$ cat config.mk
export PLATFORM = sky130hd
export DESIGN_NAME = pms_boot_sequencer
export DESIGN_NICKNAME = d
export VERILOG_FILES = /design/src/rtl/pms_boot_pkg.sv /design/src/rtl/pms_boot_l2_writer.sv /design/src/rtl/pms_boot_sequencer.sv
export SDC_FILE = /design/constraint.sdc
export NUM_CORES = 1
export LEC_CHECK = 0
export ABC_AREA = 1
export BUFFER_PORTS_ARGS = -buffer_cell sky130_fd_sc_hd__buf_4
export CAP_MARGIN = 10
export CELL_PAD_IN_SITES_DETAIL_PLACEMENT = 0
export CELL_PAD_IN_SITES_GLOBAL_PLACEMENT = 1
export CORE_AREA = 3 3 281 172
export DETAILED_ROUTE_END_ITERATION = 8
export DIE_AREA = 0 0 284 175
export PLACE_DENSITY = 0.88
export SETUP_SLACK_MARGIN = 0.2
export SYNTH_ARGS = -nofsm -noshare
export SYNTH_HDL_FRONTEND = slang
export SYNTH_SLANG_ARGS = --single-unit
$ cat constraint.sdc
create_clock -name clk_i -period 3.17 [get_ports clk_i]
set_input_delay 0.634 -clock clk_i [delete_from_list [all_inputs] [get_ports clk_i]]
set_output_delay 0.634 -clock clk_i [all_outputs]
set_load 0.05 [all_outputs]
$ cat src/rtl/pms_boot_pkg.sv
// Shared types and constants for the PMS boot sequencer.
package pms_boot_pkg;

   typedef enum logic [3:0] {
      ST_IDLE,
      ST_RST_HOLD,
      ST_SETTLE0,
      ST_BOOTSEL,
      ST_HDR,
      ST_CHECK,
      ST_COPY,
      ST_ENTRY,
      ST_FETCH,
      ST_WAIT_EOC,
      ST_DONE,
      ST_ERROR
   } boot_state_e;

   typedef enum logic [1:0] {
      ERR_NONE    = 2'd0,
      ERR_HDR     = 2'd1,
      ERR_TIMEOUT = 2'd2
   } err_code_e;

   // Image header layout (word indices)
   localparam int unsigned HDR_BASE  = 0;
   localparam int unsigned HDR_COUNT = 1;
   localparam int unsigned HDR_ENTRY = 2;

   localparam logic [1:0]  BOOTMODE_AXI = 2'd3;
   localparam int unsigned WORD_W       = 32;

endpackage

$ cat src/rtl/pms_boot_l2_writer.sv
// One-entry L2 write buffer with req/gnt handshake.
// The request, address and data are held until the grant cycle; a new word
// may be accepted in the grant cycle itself.
module pms_boot_l2_writer
   import pms_boot_pkg::*;
#(
   parameter int unsigned ADDR_W = 32
) (
   input  logic              clk_i,
   input  logic              rst_i,
   input  logic              push_i,
   input  logic [ADDR_W-1:0] push_addr_i,
   input  logic [WORD_W-1:0] push_data_i,
   output logic              ready_o,
   output logic              done_o,
   output logic              l2_req_o,
   input  logic              l2_gnt_i,
   output logic [ADDR_W-1:0] l2_addr_o,
   output logic [WORD_W-1:0] l2_wdata_o
);

   assign ready_o = !l2_req_o || l2_gnt_i;
   assign done_o  = l2_req_o && l2_gnt_i;

   // Load the buffer when free (or freeing this cycle), drop request on grant
   always_ff @(posedge clk_i) begin
      if (rst_i) begin
         l2_req_o   <= 1'b0;
         l2_addr_o  <= '0;
         l2_wdata_o <= '0;
      end else if (push_i && ready_o) begin
         l2_req_o   <= 1'b1;
         l2_addr_o  <= push_addr_i;
         l2_wdata_o <= push_data_i;
      end else if (done_o) begin
         l2_req_o   <= 1'b0;
      end
   end

endmodule

$ cat src/rtl/pms_boot_sequencer.sv
// Hardware boot master for the PMS: reset/bootsel sequencing, image copy
// into L2, entry point programming, fetch enable and EOC wait.
// Optional EOC watchdog: define PMS_BOOT_TIMEOUT_EN.
module pms_boot_sequencer
   import pms_boot_pkg::*;
#(
   parameter int unsigned ADDR_W        = 32,
   parameter int unsigned RST_CYCLES    = 64,
   parameter int unsigned SETTLE_CYCLES = 256,
   parameter int unsigned MAX_WORDS     = 65536,
   parameter logic [1:0]  BOOTMODE      = BOOTMODE_AXI
`ifdef PMS_BOOT_TIMEOUT_EN
   ,
   parameter int unsigned TIMEOUT_CYC   = 2**24
`endif
) (
   input  logic              clk_i,
   input  logic              rst_i,
   input  logic              start_i,
   output logic              img_req_o,
   output logic [ADDR_W-1:0] img_addr_o,
   input  logic [31:0]       img_rdata_i,
   output logic              l2_req_o,
   input  logic              l2_gnt_i,
   output logic [ADDR_W-1:0] l2_addr_o,
   output logic [31:0]       l2_wdata_o,
   output logic              pms_rst_o,
   output logic [1:0]        bootsel_o,
   output logic [31:0]       boot_addr_o,
   output logic              fetch_en_o,
   input  logic              eoc_i,
   input  logic [31:0]       exit_status_i,
   output logic              busy_o,
   output logic              done_o,
   output logic              error_o,
   output logic [1:0]        err_code_o,
   output logic [31:0]       exit_status_o
);

   boot_state_e       state;
   err_code_e         err_code;
   logic [31:0]       cnt;
   logic [31:0]       rd_idx;
   logic [31:0]       wr_cnt;
   logic [31:0]       n_words;
   logic [31:0]       entry;
   logic [ADDR_W-1:0] base;
   logic [ADDR_W-1:0] push_addr;
   logic              rd_vld;
   logic              hold_vld;
   logic [31:0]       hold_data;
   logic              wr_ready;
   logic              wr_done;
   logic              wr_push;
   logic              rd_issue;

   assign busy_o     = !(state inside {ST_IDLE, ST_DONE, ST_ERROR});
   assign err_code_o = err_code;

   // The hold register buffers one read word while the writer is busy; a new
   // read is only issued once nothing is in flight and the hold slot is (or
   // is becoming) free, so returning data always has somewhere to land.
   assign wr_push  = (state == ST_COPY) && hold_vld && wr_ready;
   assign rd_issue = (state == ST_COPY) && !img_req_o && !rd_vld &&
                     (!hold_vld || wr_push) && (rd_idx != n_words);

   pms_boot_l2_writer #(
      .ADDR_W (ADDR_W)
   ) u_l2_writer (
      .clk_i       (clk_i),
      .rst_i       (rst_i),
      .push_i      (wr_push),
      .push_addr_i (push_addr),
      .push_data_i (hold_data),
      .ready_o     (wr_ready),
      .done_o      (wr_done),
      .l2_req_o    (l2_req_o),
      .l2_gnt_i    (l2_gnt_i),
      .l2_addr_o   (l2_addr_o),
      .l2_wdata_o  (l2_wdata_o)
   );

   // Boot FSM with registered outputs, counters and header registers
   always_ff @(posedge clk_i) begin
      if (rst_i) begin
         state         <= ST_IDLE;
         err_code      <= ERR_NONE;
         cnt           <= '0;
         rd_idx        <= '0;
         wr_cnt        <= '0;
         n_words       <= '0;
         entry         <= '0;
         base          <= '0;
         push_addr     <= '0;
         rd_vld        <= 1'b0;
         hold_vld      <= 1'b0;
         hold_data     <= '0;
         img_req_o     <= 1'b0;
         img_addr_o    <= '0;
         pms_rst_o     <= 1'b1;
         bootsel_o     <= '0;
         boot_addr_o   <= '0;
         fetch_en_o    <= 1'b0;
         done_o        <= 1'b0;
         error_o       <= 1'b0;
         exit_status_o <= '0;
      end else begin
         rd_vld <= img_req_o;
         case (state)
            ST_IDLE, ST_DONE, ST_ERROR: begin
               if (start_i) begin
                  state       <= ST_RST_HOLD;
                  cnt         <= '0;
                  pms_rst_o   <= 1'b1;
                  fetch_en_o  <= 1'b0;
                  boot_addr_o <= '0;
                  done_o      <= 1'b0;
                  error_o     <= 1'b0;
                  err_code    <= ERR_NONE;
               end
            end
            ST_RST_HOLD: begin
               if (cnt == RST_CYCLES - 1) begin
                  cnt       <= '0;
                  pms_rst_o <= 1'b0;
                  state     <= ST_SETTLE0;
               end else begin
                  cnt <= cnt + 32'd1;
               end
            end
            ST_SETTLE0: begin
               if (cnt == SETTLE_CYCLES - 1) begin
                  cnt       <= '0;
                  bootsel_o <= BOOTMODE;
                  state     <= ST_BOOTSEL;
               end else begin
                  cnt <= cnt + 32'd1;
               end
            end
            ST_BOOTSEL: begin
               if (cnt == SETTLE_CYCLES - 1) begin
                  cnt        <= '0;
                  img_req_o  <= 1'b1;
                  img_addr_o <= '0;
                  state      <= ST_HDR;
               end else begin
                  cnt <= cnt + 32'd1;
               end
            end
            ST_HDR: begin
               cnt <= cnt + 32'd1;
               if (cnt < HDR_ENTRY) begin
                  img_req_o  <= 1'b1;
                  img_addr_o <= img_addr_o + ADDR_W'(4);
               end else begin
                  img_req_o  <= 1'b0;
               end
               if (cnt == HDR_BASE + 1)  base    <= ADDR_W'(img_rdata_i);
               if (cnt == HDR_COUNT + 1) n_words <= img_rdata_i;
               if (cnt == HDR_ENTRY + 1) begin
                  entry <= img_rdata_i;
                  state <= ST_CHECK;
               end
            end
            ST_CHECK: begin
               push_addr <= base;
               rd_idx    <= '0;
               wr_cnt    <= '0;
               hold_vld  <= 1'b0;
               if (base[1:0] != 2'b00 || entry[1:0] != 2'b00 || n_words > MAX_WORDS) begin
                  error_o  <= 1'b1;
                  err_code <= ERR_HDR;
                  state    <= ST_ERROR;
               end else if (n_words == '0) begin
                  state <= ST_ENTRY;
               end else begin
                  state <= ST_COPY;
               end
            end
            ST_COPY: begin
               if (rd_issue) begin
                  img_req_o  <= 1'b1;
                  img_addr_o <= img_addr_o + ADDR_W'(4);
                  rd_idx     <= rd_idx + 32'd1;
               end else begin
                  img_req_o  <= 1'b0;
               end
               if (wr_push) begin
                  hold_vld  <= 1'b0;
                  push_addr <= push_addr + ADDR_W'(4);
               end
               if (rd_vld) begin
                  hold_vld  <= 1'b1;
                  hold_data <= img_rdata_i;
               end
               if (wr_done) begin
                  wr_cnt <= wr_cnt + 32'd1;
                  if (wr_cnt == n_words - 32'd1) state <= ST_ENTRY;
               end
            end
            ST_ENTRY: begin
               boot_addr_o <= entry;
               state       <= ST_FETCH;
            end
            ST_FETCH: begin
               fetch_en_o <= 1'b1;
               cnt        <= '0;
               state      <= ST_WAIT_EOC;
            end
            ST_WAIT_EOC: begin
               if (eoc_i) begin
                  exit_status_o <= exit_status_i;
                  done_o        <= 1'b1;
                  state         <= ST_DONE;
               end
`ifdef PMS_BOOT_TIMEOUT_EN
               else if (cnt == TIMEOUT_CYC - 1) begin
                  error_o    <= 1'b1;
                  err_code   <= ERR_TIMEOUT;
                  fetch_en_o <= 1'b0;
                  pms_rst_o  <= 1'b1;
                  state      <= ST_ERROR;
               end else begin
                  cnt <= cnt + 32'd1;
               end
`endif
            end
            default: state <= ST_IDLE;
         endcase
      end
   end

endmodule

# After elaboration in Yosys (flattened, before gate mapping)
# Cells that the tools add are included.
op_classes:
  addsub: 6
  order_cmp: 2
  n_eq_ne: 31
  mux: 47
  reduce_logical: 52
ops:
  columns: ["cell", "count"]
  rows:
  - ["2-to-1 mux 32 bit", 9]
  - ["one-hot mux 32 bit (2 select lines)", 4]
  - ["one-hot mux 32 bit (5 select lines)", 1]
  - ["adder 32 x 1 -> 32 bit (second input constant)", 3]
  - ["one-hot mux 32 bit (3 select lines)", 1]
  - ["adder 32 x 3 -> 32 bit (second input constant)", 2]
  - ["equality test 32 x 2 -> 1 bit (second input constant)", 2]
  - ["one-hot mux 4 bit (10 select lines)", 1]
  - ["2-to-1 mux 4 bit", 9]
  - ["equality test 32 x 1 -> 1 bit (second input constant)", 1]
  - ["equality test 32 bit", 1]
  - ["equality test 32 x 6 -> 1 bit (second input constant)", 1]
  - ["equality test 32 x 8 -> 1 bit (second input constant)", 1]
  - ["greater-than comparator 32 x 17 -> 1 bit (second input constant)", 1]
  - ["zero test 32 bit", 1]
  - ["< comparator 32 x 2 -> 1 bit (second input constant)", 1]
  - ["!= test 32 bit", 1]
  - ["subtractor 32 x 1 -> 32 bit (second input constant)", 1]
  - ["AND reduction 2 bit", 14]
  - ["!= test 2 bit (second input constant)", 9]
  - ["nonzero test 2 bit", 9]
  - ["equality test 4 x 3 -> 1 bit (second input constant)", 4]
  - ["equality test 4 bit (second input constant)", 4]
  - ["2-to-1 mux 1 bit", 13]
  - ["other kinds (19)", 44]
totals:
  register_bits: 431
  in_bits: 69
  output_inout_bits: 171
  elab_cells: 162

# Logic depth before layout (Yosys ltp)
# Gate-level depths: netlist (run 1).
depth:
  word_depth: 8
  depth_mapped: 18
  ltp_nobuf: 18

# Cells and area by module
# Synthesis (run 1) repeated with hierarchy kept, for this count alone.
hier_totals:
  cells_unflattened: 3112
  area_unflattened_um2: 21304.2
modules_own_cells:
  columns: ["module", "n_inst", "cells_per_inst", "area_per_inst_um2", "seq_area_each_um2"]
  rows:
  - ["pms_boot_sequencer", 1, 2686, 18378.9, 7247.0]
  - ["pms_boot_l2_writer", 1, 426, 2925.3, 1301.2]

# Worst setup path before layout (run 1)
# No wires, ideal clock.
synth_timing:
  kind: "reg-to-reg"
  from: "register img_addr_o[2]"
  to: "register img_addr_o[24]"
  setup_time_ps: 70
  arrival_ps: 2397
  t_required_ps: 3100
  setup_slack_ps: 703
  stages_incl_launch_ff: 14
  path_buffers: 0
  synth_period_minus_slack_ps: 2467
  cell_sequence: "dfxtp_1 > ha_1 > nand2_1 > nor3_1 > nand2_1 > nor3_2 > nand2_1 > nor3_2 > nand3_1 > nor2_1 > nand2_1 > nor2_1 > o21ai_0 > a21oi_1"
synth_via:
  elab_chain_cells: 3
  elab_cells_between_ends: 4
synth_lines:
  columns: ["item", "line_no", "rtl"]
  rows:
  - ["from (decl)", "pms_boot_sequencer.sv:21", "output logic [ADDR_W-1:0] img_addr_o,"]
  - ["from (signal assigned)", "pms_boot_sequencer.sv:154", "img_addr_o <= img_addr_o + ADDR_W'(4);"]
  - ["from (signal assigned)", "pms_boot_sequencer.sv:183", "img_addr_o <= img_addr_o + ADDR_W'(4);"]
  - ["adder 32 x 3 -> 32 bit (*)", "pms_boot_sequencer.sv:154, pms_boot_sequencer.sv:183", null]
  - ["2-to-1 mux 32 bit (on tied branches)", "pms_boot_sequencer.sv:181, pms_boot_sequencer.sv:152", null]
  - ["one-hot mux 32 bit (3 select lines) (*)", "pms_boot_sequencer.sv:109", "case (state)"]
# Mark *: on every way between the ends. The rest lies on a longest branch, timed or not. The select of a mux whose other input is x is not followed.
# A chain may end at the register's enable or synchronous reset.

# Worst setup path after layout (run 1)
layout_timing:
  from: "register n_words[0]"
  to: "register state[1]"
layout_via:
  elab_chain_cells: 4
layout_lines:
  columns: ["item", "line_no", "rtl"]
  rows:
  - ["from (decl)", "pms_boot_sequencer.sv:45", "logic [31:0] n_words;"]
  - ["from (signal assigned)", "pms_boot_sequencer.sv:159", "if (cnt == HDR_COUNT + 1) n_words <= img_rdata_i;"]
  - ["subtractor 32 x 1 -> 32 bit", "pms_boot_sequencer.sv:198", "if (wr_cnt == n_words - 32'd1) state <= ST_ENTRY;"]
  - ["equality test 32 bit", "pms_boot_sequencer.sv:198", null]
  - ["!= test 2 x 1 -> 1 bit (no line)", null, null]
  - ["AND reduction 8 bit (no line)", null, null]
  - ["to (signal assigned)", "pms_boot_sequencer.sv:198", null]
  - ["to (signal assigned)", "pms_boot_sequencer.sv:203", "state <= ST_FETCH;"]
  - ["to (signal assigned)", "pms_boot_sequencer.sv:208", "state <= ST_WAIT_EOC;"]
  - ["to (decl)", "pms_boot_sequencer.sv:40", "boot_state_e state;"]
# Every way passes these cells.

==> impl_metrics.ini, run 1 <==
[clock_tree]
cts_made_buffers = 43
htree_levels = 2
clk_latency_ps = 570
cts.sinks = 427
clockBufferDepth = 3
clk_pin_slew_worst_paths_ps = 70
cts_tree = built
cts_root_buf = clkbuf_16
hold_buffers = 0

[die]
initial_core_util_pct = 44.7
die_h_microns = 175
core_sq_um = 46000
dieArea_sq_um = 49700
rows = 61
io-pin-count = 240
die-width_microns = 284

[synthesis]
avgSynthCellArea_sq_um = 6.92
yosysUniqueCellTypes = 57
ys_seq_elements = 427
mappedNetlistArea_sq_um = 20600
synth_top_cells_by_area = dfxtp_1 42%, nand2_1 9.2%, nor2_1 8.1%
yosysTopAreaCellShare_pct = 41.5
yosys.area.top_type = dfxtp_1
synth_ff_type = dfxtp_1
postSynthCellCount = 2974
yosysWarnings = 0
synth_edf_count = 0
synth_common_cells = 507 x nand2_1, 444 x nor2_1, 427 x dfxtp_1
ys_async_sr_fraction_pct = 0
seq_area_frac_synth_pct = 41.5
yosysMostFrequentCell = nand2_1

[final_layout]
design_area_sq_um = 24400
postLayoutCoreUtil_pct = 53.0
drive_gt1_share_pct = 13.0
fillers = 4467
finalNetCount = 3214
areaGrowthSynthToFinish_pct = 18.6

[worst_setup_path]
start_kind = register
reg2reg_slack_ps = 410
worstSetupEndpointType = register
criticalPathCategory = reg -> reg
crit_fanout = 8
critical_path_required_ps = 3630
arrival_ps = 3220

[timing]
tns_ps = 0
grt_setup_unrepaired = no
worst_pin_slew_ps = 1140
timing.final.crit_share_pct = 87.1
maxSlewViolCount = 0
hold_slack_ps = 352
slew_headroom_pct = 23.8
skew_ps = 23.7
timing.fmax_ghz = 0.362
setup_viol = 0
finalHoldViolCount = 0
min_period_ps = 2760

[grt]
track_usage_pct = 28.1
grt_pass1_wl_mm = 111
grt_pass1_vias = 18900
overflow = 0
antenna_found_initial = 2
grt_max_degree = 100

[power_and_ir_drop]
ir_worst_vdd_v = 0.000352
power-per-cell-area_nw_per_um2 = 566
leakage_nw = 9.41

[routing]
drcViolationCount = 0
drt_iter0_drc = 2613
m1WireLength_mm = 33.4
vias = 21100
wl_per_cell_microns = 19.1
wl_met3_mm = 7.73
first_pass_iters = 6
ant_nets = 0
wirelength_mm = 72.7
dr_wl_met2_mm = 30.0
top_layer = met5
vias_per_cell = 5.55

[run]
cap_violations = 0

[place]
portBuffers = 236
place.gp.congestion = 1.01
place_hpwl_mm = 52.8
post_dp_cell_area_sq_um = 22800

[hold_path]
hp-class = in -> reg

[outcome]
outcome = complete, no violations
## per-stage QoR
| step | setup WS, ps | cells | power, mW |
|---|---|---|---|
| 2_1_floorplan | 703 | 2976 | 7.40 |
| 3_3_place_gp | 412 | 3718 | 8.18 |
| 3_5_place_dp | 420 | 3718 | 8.19 |
| 4_1_cts | 390 | 3798 | 13.8 |
| 5_1_grt | 199 | 3801 | 14.4 |
| 6_report | 408 | 3802 | 13.8 |
## layout make-up
class | count | area (sq um) | area share [%]
multi-input cells | 2114 | 10400 | 42.4
inverters | 275 | 1040 | 4.26
flip-flops and latches | 427 | 8550 | 35.0
clock buffers | 55 | 1230 | 5.05
repair buffers | 275 | 2100 | 8.61
diodes | 1 | 2.50 | 0.0103
clock inverters | 25 | 335 | 1.37
well taps | 630 | 788 | 3.23
## cells in the final DEF (no fill, tap or decap), types with 7 or more instances in the layout
master / instances
nand2_1: 507
o22ai_1: 7
a211oi_1: 8
clkbuf_16: 44
nand2_2: 9
nor4_1: 22
buf_4: 272
clkinv_2: 10
xnor2_1: 45
ha_1: 9
nor2_1: 442
nand3_1: 194
o21ai_0: 237
nor3_2: 10
dfxtp_1: 427
clkbuf_8: 9
nand4_1: 104
bufinv_16: 7
nor2_2: 7
inv_1: 263
xor2_1: 52
a21oi_1: 300
inv_2: 7
o211ai_1: 15
nor3_1: 78
## path summary, 6_finish.rpt
path               startpoint          endpoint  cells after the start
max                n_words[0]          state[1]                     17
min          exit_status_i[2]  exit_status_o[2]                      3
max reg2reg        n_words[0]          state[1]                     17
min reg2reg          base[11]          base[11]                      2
## logic make-up after synthesis
kind of cell,count (synthesis),synth area share [%]
and+or+nand+nor,1405,30.2
AOI/OAI and AO/OA,600,15.3
buffers and inverters,435,8.27
DFF,427,41.5
xor gates and xnor gates,97,4.13
adders and majority gates,9,0.547
other,1,0.0182
## metal layers
metal  GRT usage (%)  vias up
li1                -    10200
met1            41.5     9846
met2            40.5      974
met3            7.33       99
met4            6.55        2
met5               0        -
## report_power, final
| group | internal [mW] | switching, mW | leakage [nW] | total, mW |
|---|---|---|---|---|
| Combinational | 0.684 | 1.90 | 5.19 | 2.58 |
| Sequential | 5.48 | 0.109 | 3.44 | 5.58 |
| Clock | 3.34 | 2.31 | 0.776 | 5.65 |
## state kept, by name, summed over array words and instances (netlist names), 32 cells and up
register,count
base,32
boot_addr_o,32
cnt,32
entry,32
exit_status_o,32
hold_data,32
n_words,32
push_addr,32
rd_idx,32
u_l2_writer.l2_addr_o,32
u_l2_writer.l2_wdata_o,32
wr_cnt,32
## repair_timing
item | 4_1_cts | 5_1_grt
gates resized for setup | 0 | 4
buffers inserted | 0 | 3
setup endpoints to repair | 0 | 9
## worst max-delay path, stage by stage (launching register included)
cell	delay, ps
dfxtp_1	340
inv_1	130
ha_1	220
nand2_1	180
nor2_4	260
nand2_1	220
o21ai_1	260
nand2_1	70
nand2_1	80
nand2_1	50
nor2_1	90
nand2_1	70
nor2_1	90
nand3_1	180
nand2_4	170
nand3_1	80
nand2_1	90
nor2_1	60
No activity file was read; power rests on OpenSTA's default activity.
==> run 2, diff against run 1 <==
Clock period 3.17 ns to 3.3 ns, I/O delays scaled along.
==> run 2 against run 1 <==
Compared with the run above:
- largest cell class unchanged
- via count is 0.63% lower
- combinational power is 4% lower
- clock power is 11% lower
- first-iteration DRC count is 0.92% lower
- largest power group is now registers
- count of clock-buffer cells in the layout is 1 lower
- final area is 0.79% lower
- utilization is 0.42 points lower
==> impl_metrics.ini, run 2 (synthesis results as in run 1) <==
[outcome]
outcome = complete, no violations

[routing]
wl_met3_mm = 7.14
wirelength_mm = 73.0
drcViolationCount = 0
m1WireLength_mm = 33.6
wl_per_cell_microns = 19.3
ant_nets = 0
top_layer = met4
first_pass_iters = 6
drt_iter0_drc = 2589
vias_per_cell = 5.53
dr_wl_met2_mm = 30.1
vias = 21000

[worst_setup_path]
reg2reg_to = wr_cnt[31]
arrival_ps = 3250
reg2reg_depth = 16
timing.rr.start = state[1]
critical_path_required_ps = 3740
criticalPathCategory = reg -> reg
start_kind = register
reg2reg_slack_ps = 490
crit_fanout = 47
worstSetupEndpointType = register

[grt]
overflow = 0
grt_pass1_vias = 18900
antenna_found_initial = 2
grt_max_degree = 98
track_usage_pct = 28.2
grt_pass1_wl_mm = 112

[clock_tree]
cts_tree = built
clockBufferDepth = 3
htree_levels = 2
hold_buffers = 0
cts_root_buf = clkbuf_16
cts_made_buffers = 43
cts.sinks = 427
clk_pin_slew_worst_paths_ps = 60
clk_latency_ps = 570

[final_layout]
layout_commonest_cell = nand2_1
areaGrowthSynthToFinish_pct = 17.6
postLayoutCoreUtil_pct = 52.6
finalNetCount = 3208
drive_gt1_share_pct = 12.6
mostFrequentLayoutCells = 507 x nand2_1, 442 x nor2_1, 427 x dfxtp_1
final_cells = 3790

[timing]
setup_viol = 0
setup_ws_ps = 485
skew_ps = 27.3
timing.final.crit_share_pct = 85.3
slew_headroom_pct = 21.2
tns_ps = 0
finalHoldViolCount = 0
maxSlewViolCount = 0
min_period_ps = 2810
timing.fmax_ghz = 0.355
grt_setup_unrepaired = no
worst_pin_slew_ps = 1180

[die]
dieArea_sq_um = 49700
initial_core_util_pct = 44.7
die_h_microns = 175
die-width_microns = 284
rows = 61
io-pin-count = 240
core_sq_um = 46000

[power_and_ir_drop]
p_seq_share_pct = 41.7
ir_worst_vdd_v = 0.000378
power-per-cell-area_nw_per_um2 = 531
clock_power_share_pct = 39.1
p_comb_share_pct = 19.2
p_int_mw = 8.78
swShare_pct = 31.8
finalPower_mw = 12.9
leakage_nw = 9.29
switching_power_mw = 4.09

[hold_path]
whs_path_depth = 3
hp-start = exit_status_i[27]
hp-class = in -> reg
min_to = exit_status_o[27]

[place]
place_ws_ps = 470
dp_cells = 3715
place.gp.congestion = 0.970
portBuffers = 236
place_hpwl_mm = 53.2

[run]
cap_violations = 0
==> run 2: metal layers <==
| metal | global-route usage (%) | vias to the layer above |
|---|---|---|
| met5 | 0 | - |
| met4 | 8.69 | 0 |
| met3 | 6.88 | 133 |
| met2 | 40.5 | 944 |
| met1 | 41.4 | 9743 |
| li1 | - | 10100 |
==> run 2: worst max-delay path, cell delays in order, from the launching register on <==
cell	delay [ps]
dfxtp_1	340
inv_2	50
nor2_1	160
nand2_4	130
buf_4	320
nand2_2	160
nand2_4	130
nor2_4	170
nand4_1	220
nor2_1	190
nand2_1	100
nor2_2	170
nand2_1	140
nor3_2	190
nand3_1	100
nand2_1	70
a21oi_1	40
==> run 2: power groups by stage <==
stage | sequential, mW | clock, mW | combinational [mW]
final | 5.36 | 5.04 | 2.47
after global placement | 5.47 | 0 | 2.40
after CTS | 5.36 | 5.11 | 2.41
after global routing | 5.37 | 5.34 | 2.69
after detailed placement | 5.47 | 0 | 2.41
after floorplan | 5.52 | 0 | 1.59
==> run 2: timing repair <==
item,CTS,global route
gates resized for setup,0,3
endpoints found under the setup margin,0,4
setup buffers,0,0
==> run 2: cell type report <==
type | instances | area [sq um]
Antenna cell | 1 | 2.50
Clock buffer | 54 | 1190
Clock inverter | 20 | 235
Fill cell | 4501 | 21800
Inverter | 275 | 1040
Multi-Input combinational cell | 2114 | 10300
Sequential cell | 427 | 8550
Tap cell | 630 | 788
Timing Repair Buffer | 269 | 2060
==> run 2: how the worst max path moves through the flow <==
stage,start,slack (ps),to,cells after the start
after global routing,state[1],200,cnt[18],13
final,state[1],490,wr_cnt[31],16
after CTS,state[2],460,wr_cnt[31],16
after detailed placement,state[3],470,wr_cnt[31],15
after global placement,state[1],490,cnt[18],13
after floorplan,img_addr_o[2],830,img_addr_o[24],13
==> run 2: stage by stage <==
| step | instance area (sq um) | hold slack [ps] |
|---|---|---|
| CTS | 24200 | 351 |
| global placement | 22800 | 443 |
| finish | 24200 | 367 |
| detailed placement | 22800 | 451 |
| global route | 24200 | 355 |
| floorplan | 20600 | 424 |
